File: config.mk
export PLATFORM = sky130hd
export DESIGN_NAME = alu_operand_fetch_flat
export DESIGN_NICKNAME = d
export VERILOG_FILES = /design/src/rtl/alu_operand_fetch_if.sv /design/src/rtl/alu_operand_fetch.sv /design/src/flat_wrapper.sv
export SDC_FILE = /design/constraint.sdc
export NUM_CORES = 2
export LEC_CHECK = 0
export CORE_MARGIN = 10
export CORE_UTILIZATION = 40
export CTS_CLUSTER_SIZE = 16
export DETAILED_ROUTE_END_ITERATION = 16
export GPL_TIMING_DRIVEN = 1
export PLACE_DENSITY = 0.56
export SYNTH_ARGS = -nofsm -noshare
export SYNTH_HDL_FRONTEND = slang
export SYNTH_SLANG_ARGS = --single-unit
File: constraint.sdc
create_clock -name clk -period 378.6 [get_ports clk]
set_clock_uncertainty 0.1 [all_clocks]
set_input_delay 113.58 -clock clk [delete_from_list [all_inputs] [get_ports clk]]
set_output_delay 113.58 -clock clk [all_outputs]
set_load 0.01 [all_outputs]
File: src/rtl/alu_operand_fetch_if.sv
// Operand-fetch stage bus: upstream issue, ALU-side issue and writeback return.
interface alu_operand_fetch_if #(
  parameter int unsigned XLEN = 64,
  parameter int unsigned AW   = 5
);
  logic            in_valid;
  logic            in_ready;
  logic [3:0]      in_op;
  logic [AW-1:0]   in_rs1;
  logic [AW-1:0]   in_rs2;
  logic [AW-1:0]   in_rd;
  logic            in_use_imm;
  logic [XLEN-1:0] in_imm;

  logic            out_valid;
  logic            out_ready;
  logic [3:0]      out_op;
  logic [XLEN-1:0] out_a;
  logic [XLEN-1:0] out_b;
  logic [AW-1:0]   out_rd;

  logic            wb_en;
  logic [AW-1:0]   wb_rd;
  logic [XLEN-1:0] wb_data;

  logic            err_illegal;

  // Environment side: drives ops, ALU ready and writebacks.
  modport master (
    output in_valid, in_op, in_rs1, in_rs2, in_rd, in_use_imm, in_imm,
    output out_ready, wb_en, wb_rd, wb_data,
    input  in_ready, out_valid, out_op, out_a, out_b, out_rd, err_illegal
  );

  // Stage side.
  modport slave (
    input  in_valid, in_op, in_rs1, in_rs2, in_rd, in_use_imm, in_imm,
    input  out_ready, wb_en, wb_rd, wb_data,
    output in_ready, out_valid, out_op, out_a, out_b, out_rd, err_illegal
  );
endinterface

File: src/rtl/alu_operand_fetch.sv
// Operand fetch / issue stage feeding the 64-bit ALU: register file with
// writeback bypass, busy scoreboard, and a single registered issue slot.
module alu_operand_fetch #(
  parameter int unsigned XLEN = 64,
  parameter int unsigned NREG = 32,
  parameter int unsigned AW   = 5
) (
  input logic               clk,
  input logic               rst,
  alu_operand_fetch_if.slave bus
);

  localparam int unsigned OPW     = 4;
  localparam int unsigned OP_LAST = 9;

  logic [XLEN-1:0] rf [NREG];
  logic [NREG-1:0] busy;
  logic [NREG-1:0] busy_nxt;

  logic            out_valid_q;
  logic [OPW-1:0]  out_op_q;
  logic [XLEN-1:0] out_a_q;
  logic [XLEN-1:0] out_b_q;
  logic [AW-1:0]   out_rd_q;
  logic            err_q;

  logic            wb_hit_rs1;
  logic            wb_hit_rs2;
  logic            wb_hit_rd;
  logic            hz;
  logic            ready;
  logic            accept;
  logic            legal;
  logic [XLEN-1:0] opa;
  logic [XLEN-1:0] rs2_val;
  logic [XLEN-1:0] opb;

  // Hazard detection, handshake and operand selection with writeback bypass.
  always_comb begin
    wb_hit_rs1 = bus.wb_en && (bus.wb_rd == bus.in_rs1);
    wb_hit_rs2 = bus.wb_en && (bus.wb_rd == bus.in_rs2);
    wb_hit_rd  = bus.wb_en && (bus.wb_rd == bus.in_rd);
    hz = (busy[bus.in_rs1] && !wb_hit_rs1)
       || (busy[bus.in_rs2] && !wb_hit_rs2 && !bus.in_use_imm)
       || (busy[bus.in_rd]  && !wb_hit_rd);
    ready  = !rst && !hz && (!out_valid_q || bus.out_ready);
    accept = bus.in_valid && ready;
    legal  = (bus.in_op <= OPW'(OP_LAST));

    opa = '0;
    if (bus.in_rs1 != '0) begin
      opa = wb_hit_rs1 ? bus.wb_data : rf[bus.in_rs1];
    end
    rs2_val = '0;
    if (bus.in_rs2 != '0) begin
      rs2_val = wb_hit_rs2 ? bus.wb_data : rf[bus.in_rs2];
    end
    opb = bus.in_use_imm ? bus.in_imm : rs2_val;
  end

  // Scoreboard update: writeback clears, a legal accept sets and wins over a clear.
  always_comb begin
    busy_nxt = busy;
    if (bus.wb_en) begin
      busy_nxt[bus.wb_rd] = 1'b0;
    end
    if (accept && legal && (bus.in_rd != '0)) begin
      busy_nxt[bus.in_rd] = 1'b1;
    end
    busy_nxt[0] = 1'b0;
  end

  // Busy bits.
  always_ff @(posedge clk or posedge rst) begin
    if (rst) begin
      busy <= '0;
    end else begin
      busy <= busy_nxt;
    end
  end

  // Register file; x0 is never written and reads as zero.
  always_ff @(posedge clk or posedge rst) begin
    if (rst) begin
      for (int unsigned i = 0; i < NREG; i++) begin
        rf[i] <= '0;
      end
    end else if (bus.wb_en && (bus.wb_rd != '0)) begin
      rf[bus.wb_rd] <= bus.wb_data;
    end
  end

  // Issue slot: loads on a legal accept, drains on ALU ready, holds otherwise.
  always_ff @(posedge clk or posedge rst) begin
    if (rst) begin
      out_valid_q <= 1'b0;
      out_op_q    <= '0;
      out_a_q     <= '0;
      out_b_q     <= '0;
      out_rd_q    <= '0;
    end else if (accept && legal) begin
      out_valid_q <= 1'b1;
      out_op_q    <= bus.in_op;
      out_a_q     <= opa;
      out_b_q     <= opb;
      out_rd_q    <= bus.in_rd;
    end else if (bus.out_ready) begin
      out_valid_q <= 1'b0;
    end
  end

  // One-cycle pulse for an accepted-and-dropped illegal op.
  always_ff @(posedge clk or posedge rst) begin
    if (rst) begin
      err_q <= 1'b0;
    end else begin
      err_q <= accept && !legal;
    end
  end

  assign bus.in_ready    = ready;
  assign bus.out_valid   = out_valid_q;
  assign bus.out_op      = out_op_q;
  assign bus.out_a       = out_a_q;
  assign bus.out_b       = out_b_q;
  assign bus.out_rd      = out_rd_q;
  assign bus.err_illegal = err_q;

endmodule

File: src/flat_wrapper.sv
// flat-port wrapper written by rule: the top's interface ports become plain ports
module alu_operand_fetch_flat 
#(
  parameter int unsigned XLEN = 64,
  parameter int unsigned NREG = 32,
  parameter int unsigned AW   = 5
)
  (clk, rst, bus_in_valid, bus_in_op, bus_in_rs1, bus_in_rs2, bus_in_rd, bus_in_use_imm, bus_in_imm, bus_out_ready, bus_wb_en, bus_wb_rd, bus_wb_data, bus_in_ready, bus_out_valid, bus_out_op, bus_out_a, bus_out_b, bus_out_rd, bus_err_illegal);
  alu_operand_fetch_if #(.XLEN(XLEN), .AW(AW)) bus_i ();
  input logic clk;
  input logic rst;
  input wire logic [$bits(bus_i.in_valid)-1:0] bus_in_valid;
  input wire logic [$bits(bus_i.in_op)-1:0] bus_in_op;
  input wire logic [$bits(bus_i.in_rs1)-1:0] bus_in_rs1;
  input wire logic [$bits(bus_i.in_rs2)-1:0] bus_in_rs2;
  input wire logic [$bits(bus_i.in_rd)-1:0] bus_in_rd;
  input wire logic [$bits(bus_i.in_use_imm)-1:0] bus_in_use_imm;
  input wire logic [$bits(bus_i.in_imm)-1:0] bus_in_imm;
  input wire logic [$bits(bus_i.out_ready)-1:0] bus_out_ready;
  input wire logic [$bits(bus_i.wb_en)-1:0] bus_wb_en;
  input wire logic [$bits(bus_i.wb_rd)-1:0] bus_wb_rd;
  input wire logic [$bits(bus_i.wb_data)-1:0] bus_wb_data;
  output wire logic [$bits(bus_i.in_ready)-1:0] bus_in_ready;
  output wire logic [$bits(bus_i.out_valid)-1:0] bus_out_valid;
  output wire logic [$bits(bus_i.out_op)-1:0] bus_out_op;
  output wire logic [$bits(bus_i.out_a)-1:0] bus_out_a;
  output wire logic [$bits(bus_i.out_b)-1:0] bus_out_b;
  output wire logic [$bits(bus_i.out_rd)-1:0] bus_out_rd;
  output wire logic [$bits(bus_i.err_illegal)-1:0] bus_err_illegal;
  assign bus_i.in_valid = bus_in_valid;
  assign bus_i.in_op = bus_in_op;
  assign bus_i.in_rs1 = bus_in_rs1;
  assign bus_i.in_rs2 = bus_in_rs2;
  assign bus_i.in_rd = bus_in_rd;
  assign bus_i.in_use_imm = bus_in_use_imm;
  assign bus_i.in_imm = bus_in_imm;
  assign bus_i.out_ready = bus_out_ready;
  assign bus_i.wb_en = bus_wb_en;
  assign bus_i.wb_rd = bus_wb_rd;
  assign bus_i.wb_data = bus_wb_data;
  assign bus_in_ready = bus_i.in_ready;
  assign bus_out_valid = bus_i.out_valid;
  assign bus_out_op = bus_i.out_op;
  assign bus_out_a = bus_i.out_a;
  assign bus_out_b = bus_i.out_b;
  assign bus_out_rd = bus_i.out_rd;
  assign bus_err_illegal = bus_i.err_illegal;
  alu_operand_fetch #(.XLEN(XLEN), .NREG(NREG), .AW(AW)) u_core (.clk(clk), .rst(rst), .bus(bus_i));
endmodule
Yosys cells after proc, flatten, opt, wreduce, memory -nomap -nowiden --
Cells that the tools add are included.
Word-level totals: flip-flop bits (word level) 2218, bits in latches 0, memory bits (writable) 0, ROM bits 0, input bits 158, output and inout port bits 140, memories kept 0
Operators by class: $add $sub $neg 0, $mul 0, divide/modulo/power cells 0, $lt $le $gt $ge 11, equal/unequal tests 3, shifts and indexed selects 0, mux-type cells 28, bitwise logic cells 6, reduce and logical (&&, ||, !) cells 33
Operators by type and width (number):
- $bwmux 2048 | 1
- $bmux 64 s5 | 2
- $mux 64 | 10
- $demux 64 s5 | 1
- $mux 32 | 2
- $and 32x32->32 | 1
- $not 32->32 | 1
- $or 32x32->32 | 1
- $lt 5x6->1 const B | 4
- $reduce_bool 5->1 | 4
- $ge 6x6->1 const B | 3
- $not 5->6 | 3
- $logic_and 1x1->1 | 17
- $bmux 1 s5 | 3
- $eq 5x5->1 | 3
- $demux 1 s5 | 2
- $ge 5x1->1 const B | 2
- $logic_not 1->1 | 8
- $mux 1 | 7
- $lt 6x1->1 const B | 1
- $le 4x4->1 const B | 1
- $logic_or 1x1->1 | 3
- $reduce_bool 2->1 | 1

Logic depth before layout (Yosys ltp) --
depth in word-level cells 14, gate-level depth with buffers 13, gate-level depth less buffers 7

Worst setup path before layout --
OpenSTA, ideal clock, no wires.
path kind input -> output, start point in rst, end point out bus_in_ready, data arrival time 164.059 ns, data required time 264.920 ns, path slack 100.861 ns, stages 6, buffers on the path 0, path through inv_1 -> o2111ai_1 -> or4_1 -> o221ai_1 -> o21ai_1 -> nor2_1
On the way: longest elaborated chain between the ends 3
RTL lines:
- start: declaration | line flat_wrapper.sv:11 | input logic rst;
- $logic_not 1->1 | line alu_operand_fetch.sv:46 | ready = !rst && !hz && (!out_valid_q || bus.out_ready);
- $logic_and 1x1->1 (2 in series) | line alu_operand_fetch.sv:46
- end: declaration | line flat_wrapper.sv:23 | output wire logic [$bits(bus_i.in_ready)-1:0] bus_in_ready;
No other way between the ends.

Worst setup path in the final report --
start point in bus_wb_rd[3], end point out bus_in_ready
On the way: longest elaborated chain between the ends 10, elaborated cells between the ends (all ways) 18
RTL lines:
- start: declaration | line flat_wrapper.sv:21 | input wire logic [$bits(bus_i.wb_rd)-1:0] bus_wb_rd;
- $eq 5x5->1 | line alu_operand_fetch.sv:41 | wb_hit_rs2 = bus.wb_en && (bus.wb_rd == bus.in_rs2);
- $logic_and 1x1->1 | line alu_operand_fetch.sv:41
- $logic_not 1->1 | line alu_operand_fetch.sv:44 | || (busy[bus.in_rs2] && !wb_hit_rs2 && !bus.in_use_imm)
- $logic_and 1x1->1 (2 in series) | line alu_operand_fetch.sv:44
- $logic_or 1x1->1 | line alu_operand_fetch.sv:44
- $logic_or 1x1->1 * | line alu_operand_fetch.sv:45 | || (busy[bus.in_rd] && !wb_hit_rd);
- $logic_not 1->1 * | line alu_operand_fetch.sv:46
- $logic_and 1x1->1 * (2 in series) | line alu_operand_fetch.sv:46
Every way passes the cells marked *; elsewhere a longest branch is shown, timed or not.

==> results.cfg <==
[run_status]
status = finished clean

[cells_and_area]
layout.cells.non_filler = 11990
syn2layout_area_growth_pct = 12.65
drive_above_1_share_pct = 46.50
register_area_um2 = 55500
final_cell_mix = dfrtp_1, mux2_2, mux4_2
multi_input_area_um2 = 57830
layout_commonest_cell = dfrtp_1
design_area_um2 = 131800
nFillCells = 25560
fin_nets = 8045

[worst_setup_path]
crit_type = input pin to primary output
end_kind = primary output
crit-reg2reg-launch = u_core.busy[6]
crit_required_ps = 264920
start_kind = input pin
critPathLaunch = bus_wb_rd[3]
rr_worst_depth = 10
crit_path_max_fanout = 29
crit_arrival_ps = 117190

[power]
p_clk_share_pct = 35.2
total_power_mw = 0.7286
p_leak_nw = 56.35
pwr-share-seq_pct = 43.8
p_int_mw = 0.5253
power_switching_mw = 0.2032
pwr_density_cell_nw_per_um2 = 5.530
vdd_ir_drop_max_mv = 0.003368
swShare_pct = 27.90
comb_power_share_pct = 21.0

[global_routing]
grt_start_max_net_pins = 173
grt_pass1_wl_mm = 586.0
antenna_found_initial = 27
overflow = 0
grt_pass1_vias = 79600
grt.total_usage_pct = 24.98

[placed_design]
place_inst = 11520
dpl-instance-area_um2 = 123100
portBuffers = 297
gp_congestion = 0.8354
dp_hpwl_mm = 226.2

[yosys]
netlist_instances = 8024
synth.distinct_cells = 64
syn_area_per_cell_um2 = 14.58
ys.flop_type = dfrtp_1
ys_warn_count = 0
async_flop_share_pct = 100.0
synth-seq-area-share_pct = 47.46
netlist_area_um2 = 117000
synth_edf_count = 0
syn-num-nets = 8182
synth_seq_cells = 2218

[die]
die_w_um = 560.7
fp-row-count = 198
dieArea_um2 = 314400
ios = 298
coreArea_um2 = 291100
die_h_um = 560.7
floorplan.initialDensity_pct = 40.18

[sta]
finalHoldViolations = 0
finalMaxSlewViolations = 0
fin_crit_ps = 230880
setup_tns_ps = 0
relSlewSlack_pct = 10.98
worst_pin_slew_ps = 1331
rsz0062_at_grt = false
setup_viol = 0
period_share_pct = 60.98
fmax_mhz = 4.331

[clock_network]
clk_pin_slew_ps = 50
numCtsBuffers = 263
cts_sinks = 2218
cts.repair.resized = 0
postCtsSetupRepairBufs = 0
holdBufCountCts = 0
clockRootBuffer = clkbuf_16
clockBufferDepth = 4
clock_latency_ps = 900
cts_tree = built
cts_max_level = 5

[routing]
dr.pass1.iters = 5
drtAntennaViolNets = 0
wire_per_inst_um = 33.79
vias = 77130
vias_per_cell = 6.432
drcViolationCount = 0
totalWireLength_mm = 405.2
drt_iter0_markers = 8112

[min_path]
hold_depth = 0
hp-start = u_core.rf[1992]
hold_path.class = flop to flop

[run]
cap_violations = 0
-- worst paths after layout --
| kind | end | slack (ps) |
|---|---|---|
| min in group asynchronous | u_core.bus.out_op[0] | 113090 |
| hold / removal | u_core.rf[1992] | 300 |
| max in group asynchronous | u_core.rf[913] | 260710 |
| hold reg to reg | u_core.rf[1992] | 300 |
| setup / recovery | bus_in_ready | 147730 |
| setup reg to reg | u_core.bus.out_a[33] | 373990 |
-- kinds of logic (layout without fill, tap and decap cells) --
logic type	after synthesis	in the layout	share of synthesized area, %
other	0	9	0
muxes	3441	3441	41.98
DFF	2218	2218	47.46
xor gates and xnor gates	15	15	0.1123
AOI/OAI and AO/OA	721	721	4.382
buffers and inverters	956	1014	3.398
and+or+nand+nor	673	673	2.676
-- registers in the layout, summed over array words and instances (netlist names) --
register / count
u_core.bus.out_valid: 1
u_core.bus.out_b: 64
u_core.bus.out_a: 64
u_core.bus.out_op: 4
u_core.bus.out_rd: 5
u_core.busy: 31
u_core.bus.err_illegal: 1
u_core.rf: 2048
-- layout make-up --
| class | instances | area share, % |
|---|---|---|
| sequential | 2218 | 42.13 |
| clock buffer | 387 | 5.823 |
| tap | 3900 | 3.704 |
| timing repair buffer | 533 | 3.668 |
| clock inverter | 73 | 0.6913 |
| multi-input combinational | 4850 | 43.90 |
| antenna | 9 | 0.01709 |
| inverter | 21 | 0.07502 |
-- critical path, cell delays in order --
cell	delay (ps)
clkdlybuf4s50_1	650
xor2_1	280
nor4_2	610
nand3_4	580
o311ai_0	400
o21ai_1	240
nor2_1	260
clkdlybuf4s50_1	590
-- power by group through the flow --
stage | combinational [mW] | clock, mW | sequential [mW]
global route | 0.164 | 0.271 | 0.325
floorplan | 0.109 | 0 | 0.317
global placement | 0.151 | 0 | 0.318
finish | 0.153 | 0.257 | 0.319
detailed placement | 0.153 | 0 | 0.322
CTS | 0.154 | 0.262 | 0.318
-- synthesized netlist by cell type (all sizes together) (4+ instances only) --
master,number,share of area (%)
dfrtp,2218,47
mux2,2129,20
mux4,958,18
clkbuf,672,2.2
mux2i,354,3.0
buf,263,1.2
nand2,222,0.71
o22ai,157,0.84
nor2,154,0.49
nand3,134,0.58
o21ai,122,0.52
a22oi,102,0.65
o211ai,90,0.58
a221oi,63,0.47
nand4,46,0.25
a32o,40,0.34
a21oi,32,0.14
and3,30,0.16
nor3,27,0.13
a221o,24,0.21
a211oi,23,0.15
inv,20,0.064
o32ai,19,0.14
or3,12,0.064
xor2,12,0.090
a22o,11,0.082
nor2b,11,0.059
a31oi,9,0.048
and2,7,0.037
o21a,7,0.045
o221ai,7,0.052
nor3b,6,0.039
nand3b,5,0.032
nand2b,4,0.021
nor4,4,0.027
-- routing by layer --
metal,global-route usage (%),share of wire [%],up-vias
met4,9.081,4.0,8
met5,0,0.013,-
met3,4.425,7.3,819
li1,-,-,30680
met2,38.92,46,3389
met1,35.10,43,42230
-- per-stage QoR --
step           hold WS [ps]  setup slack [ps]  utilization, %
4_1_cts               294.6            147780           45.25
2_1_floorplan         341.3            100860               -
6_report              295.7            147730           45.26
3_5_place_dp          283.3            147790           42.31
5_1_grt               301.7            147530           45.26
3_3_place_gp          276.3            147830           42.31
Note: power is estimated with default switching activity, not from simulation.
